`src/rtl/multi_word_decoder_if.sv`:
```
// Fetch/decode bus of the multi-word instruction decoder.
// The master side drives the fetch stream and the consumer handshake; the decoder is the slave.
interface multi_word_decoder_if #(
  parameter int DATA_W   = 16,
  parameter int MAX_ARGS = 2
);
  logic                       i_fetch_valid;
  logic [DATA_W-1:0]          i_fetch_data;
  logic                       o_fetch_ready;
  logic                       i_interrupt;
  logic                       i_int_return;
  logic                       o_dec_valid;
  logic                       i_dec_ready;
  logic [DATA_W-3:0]          o_dec_opcode;
  logic [MAX_ARGS*DATA_W-1:0] o_dec_args;
  logic [1:0]                 o_dec_nargs;
  logic                       o_illegal;
  logic                       o_int_overflow;

  modport master (
    output i_fetch_valid, i_fetch_data, i_interrupt, i_int_return, i_dec_ready,
    input  o_fetch_ready, o_dec_valid, o_dec_opcode, o_dec_args, o_dec_nargs,
           o_illegal, o_int_overflow
  );

  modport slave (
    input  i_fetch_valid, i_fetch_data, i_interrupt, i_int_return, i_dec_ready,
    output o_fetch_ready, o_dec_valid, o_dec_opcode, o_dec_args, o_dec_nargs,
           o_illegal, o_int_overflow
  );
endinterface

```
`src/rtl/multi_word_decoder.sv`:
```
// Collects an opcode word plus up to MAX_ARGS argument words into one decoded instruction,
// with a one-deep shadow that parks a partial instruction across an interrupt.
module multi_word_decoder #(
  parameter int DATA_W   = 16,
  parameter int MAX_ARGS = 2
) (
  input logic                  clk,
  input logic                  rst,
  multi_word_decoder_if.slave  bus
);
  localparam int OPC_W  = DATA_W - 2;
  localparam int ARGS_W = MAX_ARGS * DATA_W;

  typedef enum logic [1:0] {OPC, ARG, ISSUE} state_e;

  state_e            state_q, state_d;
  logic [OPC_W-1:0]  opcode_q, opcode_d, sh_opcode_q, sh_opcode_d;
  logic [1:0]        nargs_q, nargs_d, sh_nargs_q, sh_nargs_d;
  logic [1:0]        cnt_q, cnt_d, sh_cnt_q, sh_cnt_d;
  logic [ARGS_W-1:0] args_q, args_d, sh_args_q, sh_args_d;
  logic              sh_valid_q, sh_valid_d;
  logic              illegal_q, illegal_d;
  logic              ovf_q, ovf_d;

  logic              accept;
  logic [1:0]        word_n;
  logic [OPC_W-1:0]  word_opc;

  assign word_n   = bus.i_fetch_data[DATA_W-1 -: 2];
  assign word_opc = bus.i_fetch_data[OPC_W-1:0];
  assign accept   = bus.i_fetch_valid && (state_q != ISSUE);

  always_comb begin
    // NOTE: every _d gets a default first so no path leaves it unassigned (no latch).
    state_d     = state_q;
    opcode_d    = opcode_q;
    nargs_d     = nargs_q;
    cnt_d       = cnt_q;
    args_d      = args_q;
    sh_opcode_d = sh_opcode_q;
    sh_nargs_d  = sh_nargs_q;
    sh_cnt_d    = sh_cnt_q;
    sh_args_d   = sh_args_q;
    sh_valid_d  = sh_valid_q;
    illegal_d   = 1'b0;
    ovf_d       = 1'b0;

    case (state_q)
      OPC: begin
        // An interrupt in the same cycle suppresses a return; the fetched word is dropped.
        if (bus.i_int_return && !bus.i_interrupt && sh_valid_q) begin
          opcode_d   = sh_opcode_q;
          nargs_d    = sh_nargs_q;
          cnt_d      = sh_cnt_q;
          args_d     = sh_args_q;
          sh_valid_d = 1'b0;
          state_d    = ARG;
        end else if (accept) begin
          if (int'(word_n) > MAX_ARGS) begin
            illegal_d = 1'b1;
          end else if (!(word_n == 2'd0 && word_opc == '0)) begin
            opcode_d = word_opc;
            nargs_d  = word_n;
            cnt_d    = 2'd0;
            args_d   = '0;
            state_d  = (word_n == 2'd0) ? ISSUE : ARG;
          end
        end
      end
      ARG: begin
        if (bus.i_interrupt) begin
          sh_opcode_d = opcode_q;
          sh_nargs_d  = nargs_q;
          sh_cnt_d    = cnt_q;
          sh_args_d   = args_q;
          ovf_d       = sh_valid_q;
          sh_valid_d  = 1'b1;
          opcode_d    = '0;
          nargs_d     = 2'd0;
          cnt_d       = 2'd0;
          args_d      = '0;
          state_d     = OPC;
        end else if (accept) begin
          for (int k = 0; k < MAX_ARGS; k++) begin
            if (cnt_q == 2'(k)) args_d[k*DATA_W +: DATA_W] = bus.i_fetch_data;
          end
          cnt_d = cnt_q + 2'd1;
          if (cnt_d == nargs_q) state_d = ISSUE;
        end
      end
      ISSUE: begin
        if (bus.i_dec_ready) state_d = OPC;
      end
      default: state_d = OPC;
    endcase
  end

  // NOTE: sequential state uses non-blocking assignments so all flops update together.
  always_ff @(posedge clk or posedge rst) begin
    if (rst) begin
      state_q     <= OPC;
      opcode_q    <= '0;
      nargs_q     <= 2'd0;
      cnt_q       <= 2'd0;
      args_q      <= '0;
      sh_opcode_q <= '0;
      sh_nargs_q  <= 2'd0;
      sh_cnt_q    <= 2'd0;
      sh_args_q   <= '0;
      sh_valid_q  <= 1'b0;
      illegal_q   <= 1'b0;
      ovf_q       <= 1'b0;
    end else begin
      state_q     <= state_d;
      opcode_q    <= opcode_d;
      nargs_q     <= nargs_d;
      cnt_q       <= cnt_d;
      args_q      <= args_d;
      sh_opcode_q <= sh_opcode_d;
      sh_nargs_q  <= sh_nargs_d;
      sh_cnt_q    <= sh_cnt_d;
      sh_args_q   <= sh_args_d;
      sh_valid_q  <= sh_valid_d;
      illegal_q   <= illegal_d;
      ovf_q       <= ovf_d;
    end
  end

  assign bus.o_fetch_ready  = (state_q != ISSUE);
  assign bus.o_dec_valid    = (state_q == ISSUE);
  assign bus.o_dec_opcode   = opcode_q;
  assign bus.o_dec_args     = args_q;
  assign bus.o_dec_nargs    = nargs_q;
  assign bus.o_illegal      = illegal_q;
  assign bus.o_int_overflow = ovf_q;
endmodule

```
`src/flat_wrapper.sv`:
```
// flat-port wrapper written by rule: the top's interface ports become plain ports
module multi_word_decoder_flat 
#(
  parameter int DATA_W   = 16,
  parameter int MAX_ARGS = 2
)
  (clk, rst, bus_i_fetch_valid, bus_i_fetch_data, bus_i_interrupt, bus_i_int_return, bus_i_dec_ready, bus_o_fetch_ready, bus_o_dec_valid, bus_o_dec_opcode, bus_o_dec_args, bus_o_dec_nargs, bus_o_illegal, bus_o_int_overflow);
  multi_word_decoder_if #(.DATA_W(DATA_W), .MAX_ARGS(MAX_ARGS)) bus_i ();
  input logic clk;
  input logic rst;
  input wire logic [$bits(bus_i.i_fetch_valid)-1:0] bus_i_fetch_valid;
  input wire logic [$bits(bus_i.i_fetch_data)-1:0] bus_i_fetch_data;
  input wire logic [$bits(bus_i.i_interrupt)-1:0] bus_i_interrupt;
  input wire logic [$bits(bus_i.i_int_return)-1:0] bus_i_int_return;
  input wire logic [$bits(bus_i.i_dec_ready)-1:0] bus_i_dec_ready;
  output wire logic [$bits(bus_i.o_fetch_ready)-1:0] bus_o_fetch_ready;
  output wire logic [$bits(bus_i.o_dec_valid)-1:0] bus_o_dec_valid;
  output wire logic [$bits(bus_i.o_dec_opcode)-1:0] bus_o_dec_opcode;
  output wire logic [$bits(bus_i.o_dec_args)-1:0] bus_o_dec_args;
  output wire logic [$bits(bus_i.o_dec_nargs)-1:0] bus_o_dec_nargs;
  output wire logic [$bits(bus_i.o_illegal)-1:0] bus_o_illegal;
  output wire logic [$bits(bus_i.o_int_overflow)-1:0] bus_o_int_overflow;
  assign bus_i.i_fetch_valid = bus_i_fetch_valid;
  assign bus_i.i_fetch_data = bus_i_fetch_data;
  assign bus_i.i_interrupt = bus_i_interrupt;
  assign bus_i.i_int_return = bus_i_int_return;
  assign bus_i.i_dec_ready = bus_i_dec_ready;
  assign bus_o_fetch_ready = bus_i.o_fetch_ready;
  assign bus_o_dec_valid = bus_i.o_dec_valid;
  assign bus_o_dec_opcode = bus_i.o_dec_opcode;
  assign bus_o_dec_args = bus_i.o_dec_args;
  assign bus_o_dec_nargs = bus_i.o_dec_nargs;
  assign bus_o_illegal = bus_i.o_illegal;
  assign bus_o_int_overflow = bus_i.o_int_overflow;
  multi_word_decoder #(.DATA_W(DATA_W), .MAX_ARGS(MAX_ARGS)) u_core (.clk(clk), .rst(rst), .bus(bus_i));
endmodule
```
`config.mk`:
```
export PLATFORM = sky130hd
export DESIGN_NAME = multi_word_decoder_flat
export DESIGN_NICKNAME = d
export VERILOG_FILES = /design/src/rtl/multi_word_decoder_if.sv /design/src/rtl/multi_word_decoder.sv /design/src/flat_wrapper.sv
export SDC_FILE = /design/constraint.sdc
export NUM_CORES = 1
export LEC_CHECK = 0
export BUFFER_PORTS_ARGS = -buffer_cell sky130_fd_sc_hd__clkbuf_2
export CORE_ASPECT_RATIO = 0.75
export CORE_UTILIZATION = 30
export CTS_BUF_LIST = sky130_fd_sc_hd__clkbuf_8 sky130_fd_sc_hd__clkbuf_16
export DETAILED_ROUTE_END_ITERATION = 10
export HOLD_SLACK_MARGIN = 0.1
export SLEW_MARGIN = 20
export SYNTH_ARGS = -nofsm -noshare
export SYNTH_HDL_FRONTEND = slang
export SYNTH_SLANG_ARGS = --single-unit
```
`constraint.sdc`:
```
create_clock -name clk -period 3.6 [get_ports clk]
set_input_delay 0.18 -clock clk [delete_from_list [all_inputs] [get_ports clk]]
set_output_delay 0.18 -clock clk [all_outputs]
set_load 0.02 [all_outputs]
```
==> results.py, run 1 <==
metrics = {
    "cts": {
        "htreeDepth": 3,
        "cts_setup_buffers": 0,
        "numCtsBuffers": 9,
        "cts.path.max_buffers": 2,
        "clk_pin_slew_ps": 70,
        "cts_resized": 0,
        "clk_latency_ps": 350,
        "cts_tree": "yes",
        "cts_root_buf": "clkbuf_16",
        "clock_sinks": 105,
    },
    "place": {
        "pre_cts_slack_ps": 1370,
        "dpl.hpwl_um": 8000,
        "place_congestion": 0.790,
        "numPortBuffers": 73,
    },
    "logic_synthesis": {
        "syn_nets": 426,
        "synth_area_um2": 4590,
        "avgSynthCellArea_um2": 11.4,
        "netlist_instances": 402,
        "ys_types": 35,
        "ys_ff_latch": 105,
        "yosysWarnings": 0,
        "seq_area_frac_synth": 0.572,
    },
    "floorplanning": {
        "dieWidth_um": 145,
        "ios": 74,
        "die_area_um2": 15800,
        "initial_core_util": 0.313,
        "std_cell_rows": 38,
        "die_y_um": 109,
        "core_area_um2": 14700,
    },
    "route": {
        "drtIter0Drc": 255,
        "num_vias": 3335,
        "ant_nets": 0,
        "via_per_inst": 4.96,
        "drc": 0,
        "routedWlPerCell_um": 17.2,
        "drtPass1Iterations": 5,
        "drt-total-wl_um": 11500,
    },
    "grt": {
        "antenna_found_initial": 0,
        "grt_pass1_wl_um": 18500,
        "track_usage": 0.156,
        "grt_pass1_vias": 3310,
        "grt-ovfl-total": 0,
        "grt_max_degree": 75,
    },
    "pwr": {
        "switchingPower_mw": 1.84,
        "peakVddDrop_mv": 0.290,
        "leakage_nw": 2.64,
        "switching_share": 0.383,
        "p_total_mw": 4.79,
        "power_frac_seq": 0.421,
        "power.density_nw_per_um2": 877,
        "combPwrFrac": 0.365,
        "clkPwrFrac": 0.214,
        "p_int_mw": 2.95,
    },
    "setup_path": {
        "reg2reg_depth": 4,
        "crit_chain": "nor2b_1, nand2_2, buf_4, mux2_2",
        "cp-end-kind": "flip-flop",
        "critPathMaxStageDelay_ps": 610,
        "crit_buf_inv": 1,
        "critPathSlowestCell": "dfrtp_1",
        "arrival_ps": 2440,
        "r2r-start": "u_core.state_q[1]",
        "r2r_end": "u_core.sh_opcode_q[2]",
        "critPathTopFamily": "flip-flops",
        "r2r_setup_slack_ps": 1390,
        "cp_max_fo": 74,
        "worstSetupPathType": "reg -> reg",
        "startpoint_type": "flip-flop",
        "cp.required_ps": 3830,
    },
    "sta": {
        "finalHoldViolations": 0,
        "slew_violations": 0,
        "maxClockFrequency_mhz": 453,
        "timing.setup.tns_ps": 0,
        "setup_viol": 0,
        "fin_ws_ps": 1390,
        "period_minus_slack_ps": 2210,
        "max-slew-margin-rel": 0.545,
        "period_share": 0.613,
        "clock_skew_ps": 5.69,
        "rsz0062_at_grt": "false",
        "max_slew.worst_pin.slew_ps": 682,
    },
    "hold_path": {
        "min_to": "u_core.bus.o_dec_opcode[2]",
        "hold_path.startpoint": "bus_i_fetch_data[2]",
        "min_path_cells": 2,
        "hp-class": "in -> reg",
    },
    "final_layout": {
        "area_growth_pct": 18.9,
        "drive_above_1_share": 0.269,
        "nets": 492,
        "diodes": 0,
        "fillers": 1421,
    },
    "job": {
        "cap_violations": 0,
    },
    "status": {
        "outcome": "finished clean",
    },
}
registers in the layout, indices dropped and copies added, names as in the netlist:
name	count
u_core.cnt_q	2
u_core.state_q	2
u_core.bus.o_dec_args	32
u_core.sh_valid_q	1
u_core.bus.o_illegal	1
u_core.bus.o_dec_nargs	2
u_core.sh_opcode_q	14
u_core.sh_cnt_q	2
u_core.bus.o_int_overflow	1
u_core.bus.o_dec_opcode	14
u_core.sh_args_q	32
u_core.sh_nargs_q	2
power by group through the flow:
stage	sequential, mW	combinational [mW]	clock [mW]
finish	2.01	1.75	1.03
detailed placement	2.03	1.76	0
CTS	2.01	1.77	1.05
global placement	2.01	1.72	0
floorplan	2.17	1.06	0
global route	2.08	1.94	1.09
layout make-up:
| cell class | instances | area, um^2 | share of cell area |
|---|---|---|---|
| multi-input combinational | 232 | 1690 | 0.309 |
| sequential | 105 | 2630 | 0.481 |
| clock buffer | 11 | 253 | 0.0463 |
| inverter | 37 | 141 | 0.0259 |
| timing repair buffer | 83 | 443 | 0.0811 |
| tap | 200 | 250 | 0.0458 |
| clock inverter | 4 | 60.1 | 0.0110 |
what timing repair did:
action,4_1_cts,5_1_grt
hold endpoints to repair,41,0
hold buffers,1,0
setup endpoints to repair,0,0
routing by layer:
metal | global-route usage | wire (um) | up-vias | part of all wire
li1 | - | - | 1546 | -
met1 | 0.231 | 5740 | 1681 | 0.50
met2 | 0.230 | 5030 | 103 | 0.44
met3 | 0.0347 | 697 | 5 | 0.060
met4 | 0.0383 | 56 | 0 | 0.0049
met5 | 0 | 0 | - | 0
synthesized netlist by cell type (all sizes together):
master,n,area [um^2]
dfrtp,105,2630
nand2,38,143
inv,37,139
o21ai,35,175
a22oi,33,248
mux2i,32,320
clkbuf,19,71.3
and3,18,114
a221o,16,166
mux2,16,180
buf,9,76.3
nor2,8,32.5
a21oi,7,35.0
nor4,4,25.0
a211oi,3,47.6
nand2b,3,18.8
nor2b,3,18.8
a2bb2oi,2,17.5
ha,2,25.0
xor2,2,17.5
a211o,1,17.5
a21bo,1,10.0
a32oi,1,8.76
a41o,1,10.0
and3b,1,8.76
nand3,1,5.00
nand3b,1,7.51
o32a,1,10.0
o32ai,1,8.76
xnor2,1,8.76
kinds of logic after synthesis:
group,synth area share
AOI/OAI and AO/OA,0.164
xor gates and xnor gates,0.00572
adders and majority gates,0.00545
buffers and inverters,0.0624
DFF,0.572
muxes,0.109
and+or+nand+nor,0.0812
worst reg2reg max path, stage by stage, from the launching register on:
cell	delay, ps
dfrtp_1	610
nor2b_1	190
nand2_2	270
buf_4	590
mux2_2	440
how the worst max path moves through the flow:
stage / start / to / slack (ps) / cells past startpoint
after global routing: u_core.state_q[1] / u_core.sh_opcode_q[2] / 1180 / 4
final: u_core.state_q[1] / u_core.sh_opcode_q[2] / 1390 / 4
after detailed placement: u_core.state_q[1] / u_core.sh_opcode_q[2] / 1370 / 4
after floorplan: rst / u_core.bus.o_dec_args[0] / 660 / 1
after global placement: u_core.state_q[1] / u_core.sh_opcode_q[13] / 1430 / 4
after CTS: u_core.state_q[1] / u_core.sh_opcode_q[2] / 1360 / 4
stage by stage:
step / instances / util / area [um^2] / hold WS, ps
after floorplan: 402 / - / 4590 / 321
after global placement: 656 / 0.350 / 5140 / 253
after detailed placement: 656 / 0.350 / 5140 / 266
after CTS: 672 / 0.372 / 5460 / 128
after global routing: 672 / 0.372 / 5460 / 153
final: 672 / 0.372 / 5460 / 145
placed cells by master (no fill, tap or decap), types with 3 or more instances in the layout:
cell | netlist | layout
mux2i_1 | 32 | 32
nor2_1 | 7 | 6
buf_4 | 0 | 9
a21oi_1 | 7 | 7
dfrtp_1 | 105 | 105
and3_1 | 17 | 17
nor4_1 | 4 | 4
nand2b_1 | 3 | 3
nand2_1 | 38 | 37
clkbuf_2 | 0 | 73
clkbuf_16 | 0 | 9
mux2_2 | 16 | 16
a221o_1 | 11 | 11
a22oi_1 | 33 | 33
a221o_2 | 5 | 5
o21ai_0 | 35 | 35
inv_1 | 37 | 36
Note: power is estimated with default switching activity, not from simulation.
==> inputs of run 2 (changes only) <==
==> constraint.sdc (replaced) <==
create_clock -name clk -period 2.2 [get_ports clk]
set_input_delay 0.11 -clock clk [delete_from_list [all_inputs] [get_ports clk]]
set_output_delay 0.11 -clock clk [all_outputs]
set_load 0.02 [all_outputs]
==> run 2 against run 1 <==
First-iteration DRC count rose by 7.8%. Hold slack worse by 31 ps. Sequential share of layout area fell by 0.99 points. Final cell count is 1.3% higher. Critical endpoint is now u_core.bus.o_dec_opcode[9]. Clock power is 55% higher. Critical path depth is 2 higher.
==> results.py, run 2 (synthesis gave the netlist of run 1 again) <==
metrics = {
    "sta": {
        "rsz0062_at_grt": "false",
        "max-slew-margin-rel": 0.513,
        "max_slew.worst_pin.slew_ps": 729,
        "maxClockFrequency_mhz": 509,
        "finalHoldViolations": 0,
        "slew_violations": 0,
        "timing.setup.tns_ps": 0,
        "clock_skew_ps": 6.23,
        "period_share": 0.893,
        "fin_ws_ps": 236,
        "period_minus_slack_ps": 1960,
        "setup_viol": 0,
    },
    "hold_path": {
        "hp-class": "in -> reg",
    },
    "final_layout": {
        "layout_common_cells": "105 x dfrtp_1, 73 x clkbuf_2, 37 x inv_1, 37 x nand2_1, 35 x o21ai_0",
        "finalNonFillerCells": 681,
        "nets": 501,
        "fillers": 1419,
        "drive_above_1_share": 0.272,
        "diodes": 0,
        "regArea_um2": 2630,
        "stdcell_area_um2": 5580,
        "mostFrequentLayoutCell": "dfrtp_1",
        "area_growth_pct": 21.4,
        "multiInputGateArea_um2": 1690,
    },
    "route": {
        "routedWlPerCell_um": 17.3,
        "num_vias": 3366,
        "drtPass1Iterations": 4,
        "ant_nets": 0,
        "via_per_inst": 4.94,
        "drc": 0,
        "drtIter0Drc": 275,
        "drt-total-wl_um": 11800,
    },
    "setup_path": {
        "cp-end-kind": "flip-flop",
        "startpoint_type": "primary input",
        "arrival_ps": 2190,
        "critPathTopFamily": "compound AO/OA/AOI/OAI gates",
        "critPathSlowestCell": "dlygate4sd3_1",
        "r2r_setup_slack_ps": 490,
        "crit_buf_inv": 2,
        "worstSetupPathType": "in -> reg",
        "crit_chain": "dlygate4sd3_1, clkbuf_2, nor4_1, a41o_1, nor2_2, a221o_2",
        "critPathMaxStageDelay_ps": 530,
        "cp.required_ps": 2420,
        "cp_max_fo": 16,
    },
    "cts": {
        "clk_latency_ps": 340,
        "cts.path.max_buffers": 2,
        "cts_tree": "yes",
        "htreeDepth": 3,
        "numCtsBuffers": 9,
        "clock_sinks": 105,
        "cts_root_buf": "clkbuf_16",
        "clk_pin_slew_ps": 70,
        "cts_setup_buffers": 0,
    },
    "grt": {
        "antenna_found_initial": 0,
        "grt-ovfl-total": 0,
        "grt_pass1_wl_um": 18900,
        "grt_pass1_vias": 3397,
        "grt_max_degree": 61,
        "track_usage": 0.160,
    },
    "pwr": {
        "p_int_mw": 4.87,
        "clkPwrFrac": 0.203,
        "switchingPower_mw": 3.01,
        "power_frac_seq": 0.413,
        "combPwrFrac": 0.384,
        "leakage_nw": 2.69,
        "switching_share": 0.382,
        "peakVddDrop_mv": 0.516,
        "power.density_nw_per_um2": 1410,
    },
    "floorplanning": {
        "core_area_um2": 14700,
        "std_cell_rows": 38,
        "die_area_um2": 15800,
        "dieWidth_um": 145,
        "die_y_um": 109,
        "initial_core_util": 0.313,
        "ios": 74,
    },
    "place": {
        "numPortBuffers": 73,
        "dp_cells": 660,
        "dpl.hpwl_um": 7960,
        "placed_cell_area_um2": 5220,
        "pre_cts_slack_ps": 15.7,
        "place_congestion": 0.892,
    },
    "job": {
        "cap_violations": 0,
    },
    "status": {
        "outcome": "finished clean",
    },
}
[run 2: cell types whose count changed in the layout (fill, tap and decap cells not counted), sizes merged]
cell,previous run,this run
clkinv,0,1
clkinvlp,1,2
dlygate4sd3,1,6
buf,9,13
inv,39,38
clkbuf,84,83
[run 2: per-layer routing]
layer / up-vias / wire [um] / global-route usage / share of wire
met2: 98 / 5000 / 0.232 / 0.42
met4: 0 / 144 / 0.0474 / 0.012
met5: - / 0 / 0 / 0
li1: 1568 / - / - / -
met1: 1686 / 5680 / 0.222 / 0.48
met3: 14 / 982 / 0.0558 / 0.083
[run 2: repair_timing]
item                                   in CTS  in global routing
resized for setup                           0                  0
hold buffers                                6                  0
endpoints found under the hold margin      32                  0
[run 2: area by class of cell]
type / instances / share of cell area
Timing Repair Buffer: 92 / 0.103
Tap cell: 200 / 0.0449
Clock buffer: 10 / 0.0429
Clock inverter: 5 / 0.00987
Sequential cell: 105 / 0.471
Inverter: 37 / 0.0256
Multi-Input combinational cell: 232 / 0.303
[run 2: path summary, 6_finish.rpt]
check | startpoint | to | cells past startpoint
max | bus_i_fetch_data[4] | u_core.bus.o_dec_opcode[9] | 6
min | bus_i_fetch_data[1] | u_core.bus.o_dec_opcode[1] | 2
max reg2reg | u_core.state_q[0] | u_core.bus.o_dec_args[2] | 5
min reg2reg | u_core.sh_args_q[20] | u_core.sh_args_q[20] | 2
max in group asynchronous | rst | u_core.sh_args_q[30] | 4
min in group asynchronous | rst | u_core.bus.o_dec_args[1] | 3
[run 2: metrics by stage]
step / hold WS [ps] / power (mW) / utilization
floorplan: 251 / 5.29 / -
global placement: 204 / 6.24 / 0.355
detailed placement: 227 / 6.32 / 0.355
CTS: 107 / 7.95 / 0.379
global route: 108 / 8.41 / 0.380
finish: 114 / 7.88 / 0.380
[run 2: power by group through the flow]
stage	clock, mW	sequential (mW)	combinational [mW]
2_1_floorplan	0	3.55	1.74
3_3_place_gp	0	3.24	2.99
3_5_place_dp	0	3.28	3.04
4_1_cts	1.64	3.26	3.06
5_1_grt	1.71	3.37	3.33
6_report	1.60	3.26	3.02
==> inputs of run 3 (changes only) <==
--- a/config.mk
+++ b/config.mk
@@ -11,6 +11,7 @@
 export CTS_BUF_LIST = sky130_fd_sc_hd__clkbuf_8 sky130_fd_sc_hd__clkbuf_16
 export DETAILED_ROUTE_END_ITERATION = 10
 export HOLD_SLACK_MARGIN = 0.1
+export MAX_ROUTING_LAYER = met4
 export SLEW_MARGIN = 20
 export SYNTH_ARGS = -nofsm -noshare
 export SYNTH_HDL_FRONTEND = slang
==> run 3 against run 2 <==
Combinational power about the same. Design area did not move. Flip-flop and latch count unchanged. Wire length rose by 0.22%. Die area is the same. Total power hardly changed. Critical path depth stayed put. Clock skew is 1.6 ps higher. Fmax barely moved. Clock-buffer cell count unchanged. Global-route usage up 0.47 points. Critical path type unchanged. Largest cell class unchanged. Largest power group unchanged.
==> results.py, run 3 (synthesis gave the netlist of run 1 again) <==
metrics = {
    "route": {
        "ant_nets": 0,
        "drt-total-wl_um": 11800,
        "drc": 0,
        "via_per_inst": 4.92,
        "routedWlPerCell_um": 17.4,
        "drtIter0Drc": 251,
        "num_vias": 3348,
        "drtPass1Iterations": 4,
    },
    "floorplanning": {
        "dieWidth_um": 145,
        "core_area_um2": 14700,
        "die_area_um2": 15800,
        "std_cell_rows": 38,
        "die_y_um": 109,
        "initial_core_util": 0.313,
        "ios": 74,
    },
    "sta": {
        "maxClockFrequency_mhz": 509,
        "setup_viol": 0,
        "rsz0062_at_grt": "false",
        "clock_skew_ps": 7.80,
        "slew_violations": 0,
        "max_slew.worst_pin.slew_ps": 727,
        "period_minus_slack_ps": 1970,
        "hold_ws_ps": 114,
        "timing.setup.tns_ps": 0,
        "finalHoldViolations": 0,
        "period_share": 0.893,
        "max-slew-margin-rel": 0.515,
    },
    "final_layout": {
        "utilization": 0.380,
        "drive_above_1_share": 0.272,
        "finalNonFillerCells": 681,
        "mostFrequentLayoutCell": "dfrtp_1",
        "stdcell_area_um2": 5580,
        "diodes": 0,
        "area_growth_pct": 21.4,
        "layout_common_cells": "105 x dfrtp_1, 73 x clkbuf_2, 37 x inv_1, 37 x nand2_1, 35 x o21ai_0",
        "nets": 501,
        "fillers": 1419,
    },
    "cts": {
        "numCtsBuffers": 9,
        "clock_sinks": 105,
        "htreeDepth": 3,
        "cts.path.max_buffers": 2,
        "clk_latency_ps": 340,
        "cts_setup_buffers": 0,
        "cts_tree": "yes",
        "clk_pin_slew_ps": 70,
        "cts_root_buf": "clkbuf_16",
    },
    "place": {
        "numPortBuffers": 73,
        "dpl.hpwl_um": 7960,
        "placed_cell_area_um2": 5220,
        "dp_cells": 660,
        "place_congestion": 0.907,
    },
    "setup_path": {
        "cp-end-kind": "flip-flop",
        "worst-path-stages": 6,
        "cp.required_ps": 2420,
        "r2r_end": "u_core.bus.o_dec_args[2]",
        "startpoint_type": "primary input",
        "r2r-start": "u_core.state_q[0]",
        "worstSetupPathType": "in -> reg",
        "critPathMaxStageDelay_ps": 530,
        "cp_max_fo": 16,
        "reg2reg_depth": 5,
        "r2r_setup_slack_ps": 500,
        "crit_buf_inv": 2,
        "critPathSlowestCell": "dlygate4sd3_1",
        "crit_chain": "dlygate4sd3_1, clkbuf_2, nor4_1, a41o_1, nor2_2, a221o_2",
        "arrival_ps": 2190,
        "critPathTopFamily": "compound AO/OA/AOI/OAI gates",
    },
    "grt": {
        "grt-ovfl-total": 0,
        "grt_pass1_vias": 3392,
        "grt_pass1_wl_um": 18900,
        "track_usage": 0.164,
        "antenna_found_initial": 0,
        "grt_max_degree": 61,
    },
    "hold_path": {
        "min_to": "u_core.sh_valid_q",
        "hp-class": "in -> reg",
        "hold_path.startpoint": "bus_i_int_return",
        "min_path_cells": 4,
    },
    "pwr": {
        "leakage_nw": 2.69,
        "power.density_nw_per_um2": 1410,
        "peakVddDrop_mv": 0.518,
    },
    "job": {
        "cap_violations": 0,
    },
    "status": {
        "outcome": "finished clean",
    },
}
run 3: cell counts in the layout (fill, tap and decap cells not counted):
Identical to the previous run, type by type.
run 3: worst max-delay path by stage:
stage / startpoint / end / slack [ps]
after floorplan: u_core.sh_valid_q / u_core.bus.o_dec_nargs[0] / 420
after global placement: bus_i_fetch_valid / u_core.bus.o_dec_opcode[12] / 70
after detailed placement: bus_i_fetch_valid / u_core.bus.o_dec_opcode[7] / 20
after CTS: bus_i_fetch_data[4] / u_core.bus.o_dec_opcode[7] / 40
after global routing: bus_i_fetch_data[4] / u_core.bus.o_dec_opcode[11] / 100
final: bus_i_fetch_data[4] / u_core.bus.o_dec_opcode[12] / 230
run 3: report_power, final:
group | total (mW) | internal (mW) | switching, mW
logic | 3.02 | 1.23 | 1.80
clock network | 1.61 | 0.906 | 0.701
registers | 3.26 | 2.74 | 0.519
total | 7.89 | 4.87 | 3.02
run 3: what timing repair did:
| item | CTS | global route |
|---|---|---|
| hold buffers | 6 | 0 |
| gates resized for setup | 0 | 0 |
| hold endpoints to repair | 32 | 0 |
run 3: area by class of cell:
type | instances | area [um^2] | share of cell area
sequential | 105 | 2630 | 0.471
multi-input combinational | 232 | 1690 | 0.303
timing repair buffer | 92 | 573 | 0.103
tap | 200 | 250 | 0.0449
clock buffer | 10 | 239 | 0.0429
inverter | 37 | 143 | 0.0256
clock inverter | 5 | 55.1 | 0.00987
run 3: metrics by stage:
step	power [mW]	worst slack, ps
detailed placement	6.32	15.7
finish	7.89	235
CTS	7.95	42.4
floorplan	5.29	416
global placement	6.24	68.9
global route	8.41	103
run 3: tightest hold or removal path, cell delays in order:
cell and delay, ps:
clkbuf_2 100, nand2_1 60, a21oi_1 60, nor2_1 90
run 3: per-layer routing:
metal	routed length, um	share of wire	vias to the layer above	track usage
met5	0	0	-	-
met3	846	0.072	13	0.0562
met1	5840	0.49	1679	0.223
met2	5020	0.42	86	0.231
met4	125	0.011	0	0.0451
li1	-	-	1570	-
